### config.mk
export PLATFORM = sky130hd
export DESIGN_NAME = hex_digit_counter_flat
export DESIGN_NICKNAME = d
export VERILOG_FILES = /design/src/rtl/hex_digit_counter_if.sv /design/src/rtl/hex_digit_counter.sv /design/src/flat_wrapper.sv
export SDC_FILE = /design/constraint.sdc
export NUM_CORES = 1
export LEC_CHECK = 0
export CORE_ASPECT_RATIO = 0.75
export CORE_MARGIN = 2
export CORE_UTILIZATION = 55
export CTS_CLUSTER_SIZE = 8
export DETAILED_ROUTE_END_ITERATION = 16
export PLACE_DENSITY = 0.78
export SETUP_SLACK_MARGIN = 0.15
export SYNTH_ARGS = -nofsm -noshare
export SYNTH_HDL_FRONTEND = slang
export SYNTH_SLANG_ARGS = --single-unit
### constraint.sdc
create_clock -name i_clk -period 2.75 [get_ports i_clk]
set_clock_uncertainty 0.15 [all_clocks]
set_input_delay 0.55 -clock i_clk [delete_from_list [all_inputs] [get_ports i_clk]]
set_output_delay 0.55 -clock i_clk [all_outputs]
set_load 0.03 [all_outputs]
### src/rtl/hex_digit_counter_if.sv
// rtl/hex_digit_counter_if.sv - switch/button inputs and display outputs of the hex digit counter
//
// Signals:
//   i_run       switch level, 1 = counting enabled
//   i_dir       switch level, 0 = up, 1 = down
//   i_dec_mode  switch level, 1 = decimal digits, 0 = hex digits
//   i_clear_n   push button, active-low, press clears the count
//   o24_digits  six 4-bit digit values, digit k at [4k+3:4k]
//   o6_dots     active-low dots, bit 0 is the heartbeat
//   o_tick      one-cycle pulse per count step
//   o_wrap      one-cycle pulse when the whole counter wraps
// Modports: master drives the controls and watches the display, slave is the counter.

interface hex_digit_counter_if;
   logic        i_run;
   logic        i_dir;
   logic        i_dec_mode;
   logic        i_clear_n;
   logic [23:0] o24_digits;
   logic [5:0]  o6_dots;
   logic        o_tick;
   logic        o_wrap;

   modport master (
      output i_run,
      output i_dir,
      output i_dec_mode,
      output i_clear_n,
      input  o24_digits,
      input  o6_dots,
      input  o_tick,
      input  o_wrap
   );

   modport slave (
      input  i_run,
      input  i_dir,
      input  i_dec_mode,
      input  i_clear_n,
      output o24_digits,
      output o6_dots,
      output o_tick,
      output o_wrap
   );
endinterface

### src/rtl/hex_digit_counter.sv
// rtl/hex_digit_counter.sv - six-digit hex/decimal up/down counter for the hexSegment displays
//
// Ports:
//   i_clk    board clock, single clock domain
//   i_rst_n  asynchronous active-low reset
//   disp     hex_digit_counter_if.slave: asynchronous switch/button inputs in,
//            registered digits, dots, tick and wrap pulses out
// Parameters:
//   CLK_HZ   input clock frequency
//   TICK_HZ  count steps per second; CLK_HZ/TICK_HZ must be an integer >= 2

module hex_digit_counter #(
   parameter int CLK_HZ  = 50_000_000,
   parameter int TICK_HZ = 10
) (
   input  logic               i_clk,
   input  logic               i_rst_n,
   hex_digit_counter_if.slave disp
);

   localparam int            DIV        = CLK_HZ / TICK_HZ;
   localparam int            PW         = $clog2(DIV);
   localparam logic [PW-1:0] PRESC_LAST = PW'(DIV - 1);

   // Two-flop synchronisers
   logic run_meta_q,  run_s_q;
   logic dir_meta_q,  dir_s_q;
   logic mode_meta_q, mode_s_q;
   logic clr_meta_q,  clr_s_q;

   // Edge-detect history of the synchronised button and mode switch
   logic clr_prev_q;
   logic mode_prev_q;

   // Counter state
   logic [PW-1:0] presc_q,  presc_d;
   logic [23:0]   digits_q, digits_d;
   logic          dot0_q,   dot0_d;
   logic          tick_q,   tick_d;
   logic          wrap_q,   wrap_d;

   logic          clr_evt;
   logic          mode_evt;
   logic          step;
   logic [3:0]    digit_max;
   logic [23:0]   stepped;
   logic          carry;

   assign clr_evt   = clr_prev_q & ~clr_s_q;
   assign mode_evt  = mode_s_q ^ mode_prev_q;
   assign step      = run_s_q & (presc_q == PRESC_LAST);
   assign digit_max = mode_s_q ? 4'd9 : 4'd15;

   // Ripple the +1/-1 through the digits; carry doubles as borrow when
   // counting down and is still set after digit 5 only on a full wrap.
   always_comb begin
      stepped = digits_q;
      carry   = 1'b1;
      for (int k = 0; k < 6; k++) begin
         if (carry) begin
            if (!dir_s_q) begin
               if (digits_q[4*k +: 4] == digit_max) begin
                  stepped[4*k +: 4] = 4'h0;
               end else begin
                  stepped[4*k +: 4] = digits_q[4*k +: 4] + 4'h1;
                  carry             = 1'b0;
               end
            end else begin
               if (digits_q[4*k +: 4] == 4'h0) begin
                  stepped[4*k +: 4] = digit_max;
               end else begin
                  stepped[4*k +: 4] = digits_q[4*k +: 4] - 4'h1;
                  carry             = 1'b0;
               end
            end
         end
      end
   end

   // Clear or mode change wins over a coincident step, which is dropped
   // entirely (no tick, no wrap, no heartbeat toggle).
   always_comb begin
      presc_d  = presc_q;
      digits_d = digits_q;
      dot0_d   = dot0_q;
      tick_d   = 1'b0;
      wrap_d   = 1'b0;
      if (clr_evt || mode_evt) begin
         presc_d  = '0;
         digits_d = '0;
         dot0_d   = 1'b1;
      end else if (step) begin
         presc_d  = '0;
         digits_d = stepped;
         dot0_d   = ~dot0_q;
         tick_d   = 1'b1;
         wrap_d   = carry;
      end else if (run_s_q) begin
         presc_d  = presc_q + PW'(1);
      end
   end

   // The clear path resets high so that leaving reset never looks like a press.
   always_ff @(posedge i_clk or negedge i_rst_n) begin
      if (!i_rst_n) begin
         run_meta_q  <= 1'b0;
         run_s_q     <= 1'b0;
         dir_meta_q  <= 1'b0;
         dir_s_q     <= 1'b0;
         mode_meta_q <= 1'b0;
         mode_s_q    <= 1'b0;
         clr_meta_q  <= 1'b1;
         clr_s_q     <= 1'b1;
         clr_prev_q  <= 1'b1;
         mode_prev_q <= 1'b0;
      end else begin
         run_meta_q  <= disp.i_run;
         run_s_q     <= run_meta_q;
         dir_meta_q  <= disp.i_dir;
         dir_s_q     <= dir_meta_q;
         mode_meta_q <= disp.i_dec_mode;
         mode_s_q    <= mode_meta_q;
         clr_meta_q  <= disp.i_clear_n;
         clr_s_q     <= clr_meta_q;
         clr_prev_q  <= clr_s_q;
         mode_prev_q <= mode_s_q;
      end
   end

   always_ff @(posedge i_clk or negedge i_rst_n) begin
      if (!i_rst_n) begin
         presc_q  <= '0;
         digits_q <= '0;
         dot0_q   <= 1'b1;
         tick_q   <= 1'b0;
         wrap_q   <= 1'b0;
      end else begin
         presc_q  <= presc_d;
         digits_q <= digits_d;
         dot0_q   <= dot0_d;
         tick_q   <= tick_d;
         wrap_q   <= wrap_d;
      end
   end

   assign disp.o24_digits = digits_q;
   assign disp.o6_dots    = {5'b11111, dot0_q};
   assign disp.o_tick     = tick_q;
   assign disp.o_wrap     = wrap_q;

endmodule

### src/flat_wrapper.sv
// flat-port wrapper written by rule: the top's interface ports become plain ports
module hex_digit_counter_flat 
#(
   parameter int CLK_HZ  = 50_000_000,
   parameter int TICK_HZ = 10
)
  (i_clk, i_rst_n, disp_i_run, disp_i_dir, disp_i_dec_mode, disp_i_clear_n, disp_o24_digits, disp_o6_dots, disp_o_tick, disp_o_wrap);
  hex_digit_counter_if disp_i ();
  input  logic i_clk;
  input  logic i_rst_n;
  input wire logic [$bits(disp_i.i_run)-1:0] disp_i_run;
  input wire logic [$bits(disp_i.i_dir)-1:0] disp_i_dir;
  input wire logic [$bits(disp_i.i_dec_mode)-1:0] disp_i_dec_mode;
  input wire logic [$bits(disp_i.i_clear_n)-1:0] disp_i_clear_n;
  output wire logic [$bits(disp_i.o24_digits)-1:0] disp_o24_digits;
  output wire logic [$bits(disp_i.o6_dots)-1:0] disp_o6_dots;
  output wire logic [$bits(disp_i.o_tick)-1:0] disp_o_tick;
  output wire logic [$bits(disp_i.o_wrap)-1:0] disp_o_wrap;
  assign disp_i.i_run = disp_i_run;
  assign disp_i.i_dir = disp_i_dir;
  assign disp_i.i_dec_mode = disp_i_dec_mode;
  assign disp_i.i_clear_n = disp_i_clear_n;
  assign disp_o24_digits = disp_i.o24_digits;
  assign disp_o6_dots = disp_i.o6_dots;
  assign disp_o_tick = disp_i.o_tick;
  assign disp_o_wrap = disp_i.o_wrap;
  hex_digit_counter #(.CLK_HZ(CLK_HZ), .TICK_HZ(TICK_HZ)) u_core (.i_clk(i_clk), .i_rst_n(i_rst_n), .disp(disp_i));
endmodule
== Word level (Yosys, flattened, before mapping) ==
Index checks and enable logic that the tools add are counted.
Operators by class
  $add $sub $neg: 13
  multiply operators: 0
  divide/modulo/power cells: 0
  order comparisons: 0
  equal/unequal tests: 7
  shift operators: 0
  multiplexer cells: 58
  bitwise gates (word level): 5
  reductions and logical operators: 19
Operators by type and width (number)
  $mux W4: 23
  $mux W23: 3
  $mux W24: 2
  $mux W1: 29
  $add A4 B1 Y4 const B: 6
  $eq A4 B4 Y1: 6
  $logic_not A4 Y1: 6
  $sub A4 B1 Y4 const B: 6
  $add A23 B1 Y23 const B: 1
  $eq A23 B23 Y1 const B: 1
  $reduce_bool A2 Y1: 6
  $reduce_and A2 Y1: 5
  $mux W3: 1
  $reduce_bool A3 Y1: 1
  $and A1 B1 Y1: 2
  $not A1 Y1: 2
  $logic_or A1 B1 Y1: 1
  $xor A1 B1 Y1: 1
Storage, ports and cells
  register bits: 60
  latch bits: 0
  memory bits (writable): 0
  ROM bits: 0
  input bits: 6
  output and inout port bits: 32
  logic and storage cells: 122
  memories kept: 0

== Logic depth before layout (Yosys ltp) ==
  depth in word-level cells: 11
  depth in mapped cells: 8
  depth with buffers taken out: 8

== Worst setup path before layout ==
No wires, ideal clock.
  kind: flip-flop to flip-flop
  start: register u_core.digits_q[8] (netlist: u_core.disp.o24_digits[8])
  end: register u_core.digits_q[20] (netlist: u_core.disp.o24_digits[20])
  data arrival time: 2148 ps
  data required time: 2479 ps
  setup slack: 331 ps
  stages on the path, launching flop included: 9
  path buffers: 0
  clock period less this slack: 2419 ps
  cell sequence: dfrtp_1 > inv_1 > ha_1 > nor3b_1 > nand3_1 > a22oi_2 > nand3_2 > o21a_1 > a22o_1
Between the ends
  cells in the longest elaborated chain, start to end: 8
Ends and longest elaborated chain
  start, declared: line hex_digit_counter.sv:37  | logic [23:0] digits_q, digits_d;
  start signal, assigned: line hex_digit_counter.sv:139  | digits_q <= digits_d;
  $eq A4 B4 Y1 / $logic_not A4 Y1 (equally long branches): line hex_digit_counter.sv:62, hex_digit_counter.sv:69
  $mux W1, on equally long branches: line hex_digit_counter.sv:62, hex_digit_counter.sv:69
  $mux W1 (*): line hex_digit_counter.sv:61  | if (!dir_s_q) begin
  $mux W1 (*) (3 in a row): line hex_digit_counter.sv:60  | if (carry) begin
  $reduce_bool A2 Y1 (no line) (*)
  $reduce_and A2 Y1 (no line) (*)
Mark *: on every way between the ends. The rest lies on a longest branch, timed or not.
A chain may end at the register's enable or synchronous reset.

== Worst setup path in the final report ==
  start: register u_core.digits_q[0] (netlist: u_core.disp.o24_digits[0])
  end: register u_core.wrap_q (netlist: u_core.disp.o_wrap)
Between the ends
  cells in the longest elaborated chain, start to end: 10
Ends and longest elaborated chain
  $eq A4 B4 Y1 / $logic_not A4 Y1 (equally long branches): line hex_digit_counter.sv:62, hex_digit_counter.sv:69
  $mux W1, on equally long branches: line hex_digit_counter.sv:62, hex_digit_counter.sv:69
  $mux W1 (*): line hex_digit_counter.sv:61
  $mux W1 (*) (5 in a row): line hex_digit_counter.sv:60
  $mux W1 (*): line hex_digit_counter.sv:92  | end else if (step) begin
  $mux W1 (*): line hex_digit_counter.sv:88  | if (clr_evt || mode_evt) begin
  net u_core.wrap_d: line hex_digit_counter.sv:40  | logic wrap_q, wrap_d;
  end signal, assigned: line hex_digit_counter.sv:142  | wrap_q <= wrap_d;
  end, declared: line hex_digit_counter.sv:40
The timed path passes the listed nets; every way through them passes the cells marked *.

==> results.py <==
metrics = {
    "clock_network": {
        "clk_pin_slew_ns": 0.07,
        "cts.sinks": 60,
        "cts_tree": "built",
        "h-tree-depth": 3,
        "cts-root-buf": "clkbuf_8",
        "cts.path.max_buffers": 2,
        "cts_hold_buf": 0,
        "clkLatencyLatePin_ns": 0.35,
        "cts_buffers": 9,
    },
    "logic_synthesis": {
        "synth.area.top_cells": "dfrtp_1 (37%), a21oi_1 (4.5%), nor2_1 (4.5%)",
        "synth_top_area_cell": "dfrtp_1",
        "synth_cell_types": 66,
        "synth_top_flop_cell": "dfrtp_1",
        "synth_edf_count": 0,
        "syn-instance-count": 430,
        "synth.avg_cell_area_um2": 8.790,
        "synth_common_cells": "dfrtp_1 (56), nor2_1 (45), nand2_1 (40)",
        "yosys_warnings": 0,
        "synth.most_common_cell": "dfrtp_1",
        "syn_area_um2": 3780,
        "yosysSeqAreaShare": 0.3985,
        "ys_ff_latch": 60,
        "synth_top_area_share": 0.3707,
        "ys_async_sr_fraction": 1.000,
    },
    "floorplanning": {
        "core_area_um2": 6734,
        "io_pins": 38,
        "start_util": 0.5613,
        "core.rowCount": 26,
        "die_w_um": 99.73,
        "die_y_um": 75.80,
        "die_area_um2": 7559,
    },
    "power": {
        "p_leak_nw": 1.861,
        "power.density_nw_per_um2": 444.1,
        "vdd_drop_max_mv": 0.4696,
    },
    "sta": {
        "fin_ws_ns": 0.1472,
        "hold_ws_ns": 0.06885,
        "period_minus_slack_ns": 2.603,
        "finalHoldViolCount": 0,
        "rsz0062_at_grt": "false",
        "fmax_mhz": 384.2,
        "setup_viol": 0,
        "slew_headroom": 0.5778,
        "slew_violations": 0,
        "worst-slew-pin-transition_ns": 0.6333,
        "final.setup.tns_ns": 0,
        "post-route-period-util": 0.9465,
    },
    "layout": {
        "antenna_cells": 0,
        "layout-drive-gt1-share": 0.1163,
        "final_cells": 557,
        "stdcell_area_um2": 4469,
        "synthToLayoutAreaGrowth_pct": 18.24,
        "fin_nets": 487,
    },
    "global_routing": {
        "grt_max_degree": 34,
        "antenna_found_initial": 0,
        "grt_remaining_overflow": 0,
        "grt_pass1_wl_um": 14480,
        "grt_pass1_vias": 2953,
        "grt_usage": 0.2463,
    },
    "setup_path": {
        "path_class": "reg2reg",
        "r2r_slack_ns": 0.15,
        "timing.rr.end": "u_core.disp.o_wrap$_DFF_PN0_",
        "r2r-start": "u_core.disp.o24_digits[0]$_DFFE_PN0P_",
        "cp-startpoint": "u_core.disp.o24_digits[0]$_DFFE_PN0P_",
        "cp_max_fo": 9,
        "end_kind": "flip-flop",
        "r2r_cells": 7,
        "arrival_ns": 2.65,
        "startpoint_type": "flip-flop",
        "crit_required_ns": 2.80,
    },
    "hold_path": {
        "hold_path.class": "in2async",
    },
    "routing": {
        "first_pass_iters": 5,
        "routed_wl_um": 9027,
        "drt_iter0_drc": 298,
        "wl_per_cell_um": 16.21,
        "vias": 3365,
        "viasPerCell": 6.041,
        "drtAntennaViolNets": 0,
        "drc": 0,
    },
    "place": {
        "dp_cells": 538,
        "place_area_um2": 4188,
        "gp_congestion": 0.8970,
        "dp_slack_ns": 0.2128,
        "io_buffers": 32,
        "detailed_place_hpwl_um": 6269,
    },
    "flow_run": {
        "maxCapViolations": 0,
    },
    "status": {
        "status": "finished clean",
    },
}
state kept, by name, summed over array words and instances (netlist names):
signal	flops
u_core.disp.o24_digits	24
u_core.presc_q	23
u_core.clr_meta_q	1
u_core.clr_prev_q	1
u_core.clr_s_q	1
u_core.dir_meta_q	1
u_core.dir_s_q	1
u_core.disp.o_tick	1
u_core.disp.o_wrap	1
u_core.dot0_q	1
u_core.mode_meta_q	1
u_core.mode_prev_q	1
u_core.mode_s_q	1
u_core.run_meta_q	1
u_core.run_s_q	1
how the worst max path moves through the flow:
stage | slack (ns) | to | depth (start not counted)
4_1_cts | 0.17 | u_core.disp.o24_digits[20]$_DFFE_PN0P_ | 8
3_5_place_dp | 0.21 | u_core.disp.o24_digits[20]$_DFFE_PN0P_ | 8
5_1_grt | 0.12 | u_core.disp.o24_digits[6]$_DFFE_PN0P_ | 8
3_3_place_gp | 0.23 | u_core.disp.o24_digits[23]$_DFFE_PN0P_ | 8
6_report | 0.15 | u_core.disp.o_wrap$_DFF_PN0_ | 7
2_1_floorplan | 0.33 | u_core.disp.o24_digits[20]$_DFFE_PN0P_ | 8
cell type report:
| class | instances | area [um^2] |
|---|---|---|
| Sequential cell | 60 | 1508 |
| Timing Repair Buffer | 47 | 440.4 |
| Inverter | 22 | 82.58 |
| Clock buffer | 11 | 151.4 |
| Multi-Input combinational cell | 328 | 2098 |
| Clock inverter | 5 | 83.83 |
| Tap cell | 84 | 105.1 |
| Fill cell | 523 | 2265 |
cells in the final DEF (no fill, tap or decap), drive strengths merged, types with 4 or more instances in the layout:
| cell | Yosys | routed |
|---|---|---|
| or3b | 4 | 4 |
| conb | 1 | 5 |
| o21bai | 4 | 4 |
| clkbuf | 11 | 11 |
| o211ai | 5 | 5 |
| nor3b | 7 | 7 |
| nor2 | 45 | 45 |
| nand4 | 4 | 4 |
| xor2 | 13 | 13 |
| nand3 | 18 | 18 |
| buf | 13 | 16 |
| dfstp | 4 | 4 |
| a32oi | 5 | 5 |
| o22ai | 5 | 5 |
| xnor2 | 9 | 9 |
| mux2i | 4 | 4 |
| dfrtp | 56 | 56 |
| clkdlybuf4s50 | 0 | 31 |
| a41oi | 4 | 4 |
| a22oi | 4 | 4 |
| nand2b | 5 | 5 |
| ha | 13 | 13 |
| a31oi | 4 | 4 |
| and4 | 4 | 4 |
| and3 | 5 | 5 |
| nand3b | 7 | 7 |
| inv | 21 | 21 |
| nor3 | 9 | 9 |
| o21ai | 27 | 27 |
| a21oi | 34 | 34 |
| nor4 | 9 | 9 |
| nand2 | 40 | 40 |
worst max-delay path, stage by stage (launching register included):
cell and delay, ns:
dfrtp_1 0.52, inv_1 0.14, ha_1 0.20, nor3b_1 0.21
and2_2 0.24, a2bb2oi_4 0.24, nand2_1 0.23, nor4_1 0.51
kinds of logic after synthesis:
group / synth area share
other: 0.0009921
adder cells (fa/ha/maj): 0.04303
AO/OA/AOI/OAI: 0.1976
buffers and inverters: 0.05627
multiplexers: 0.01059
XOR/XNOR: 0.05098
flip-flops: 0.3985
AND/OR/NAND/NOR: 0.2420
through the flow:
stage | power [mW] | utilization
after floorplan | 1.019 | -
after global placement | 1.069 | 0.6219
after detailed placement | 1.073 | 0.6219
after CTS | 1.997 | 0.6568
after global routing | 2.053 | 0.6637
final | 1.985 | 0.6637
report_power, final:
group	total, mW	leakage [nW]	internal, mW	switching, mW
combinational	0.152	0.942	0.0526	0.0999
clock	0.926	0.112	0.561	0.365
sequential	0.906	0.807	0.894	0.0119
total	1.98	1.86	1.51	0.477
per-layer routing:
| metal | share of wire | routed length [um] | vias up | GRT usage |
|---|---|---|---|---|
| met4 | 0.013 | 115 | 0 | 0.08524 |
| met3 | 0.058 | 522 | 16 | 0.05413 |
| met1 | 0.48 | 4350 | 1604 | 0.3620 |
| met2 | 0.45 | 4038 | 138 | 0.3634 |
| li1 | - | - | 1607 | - |
| met5 | 0 | 0 | - | 0 |
repair_timing:
item,CTS,global route
setup endpoints to repair,0,45
setup buffers,0,3
gates resized for setup,0,6
Note: power is estimated with default switching activity, not from simulation.
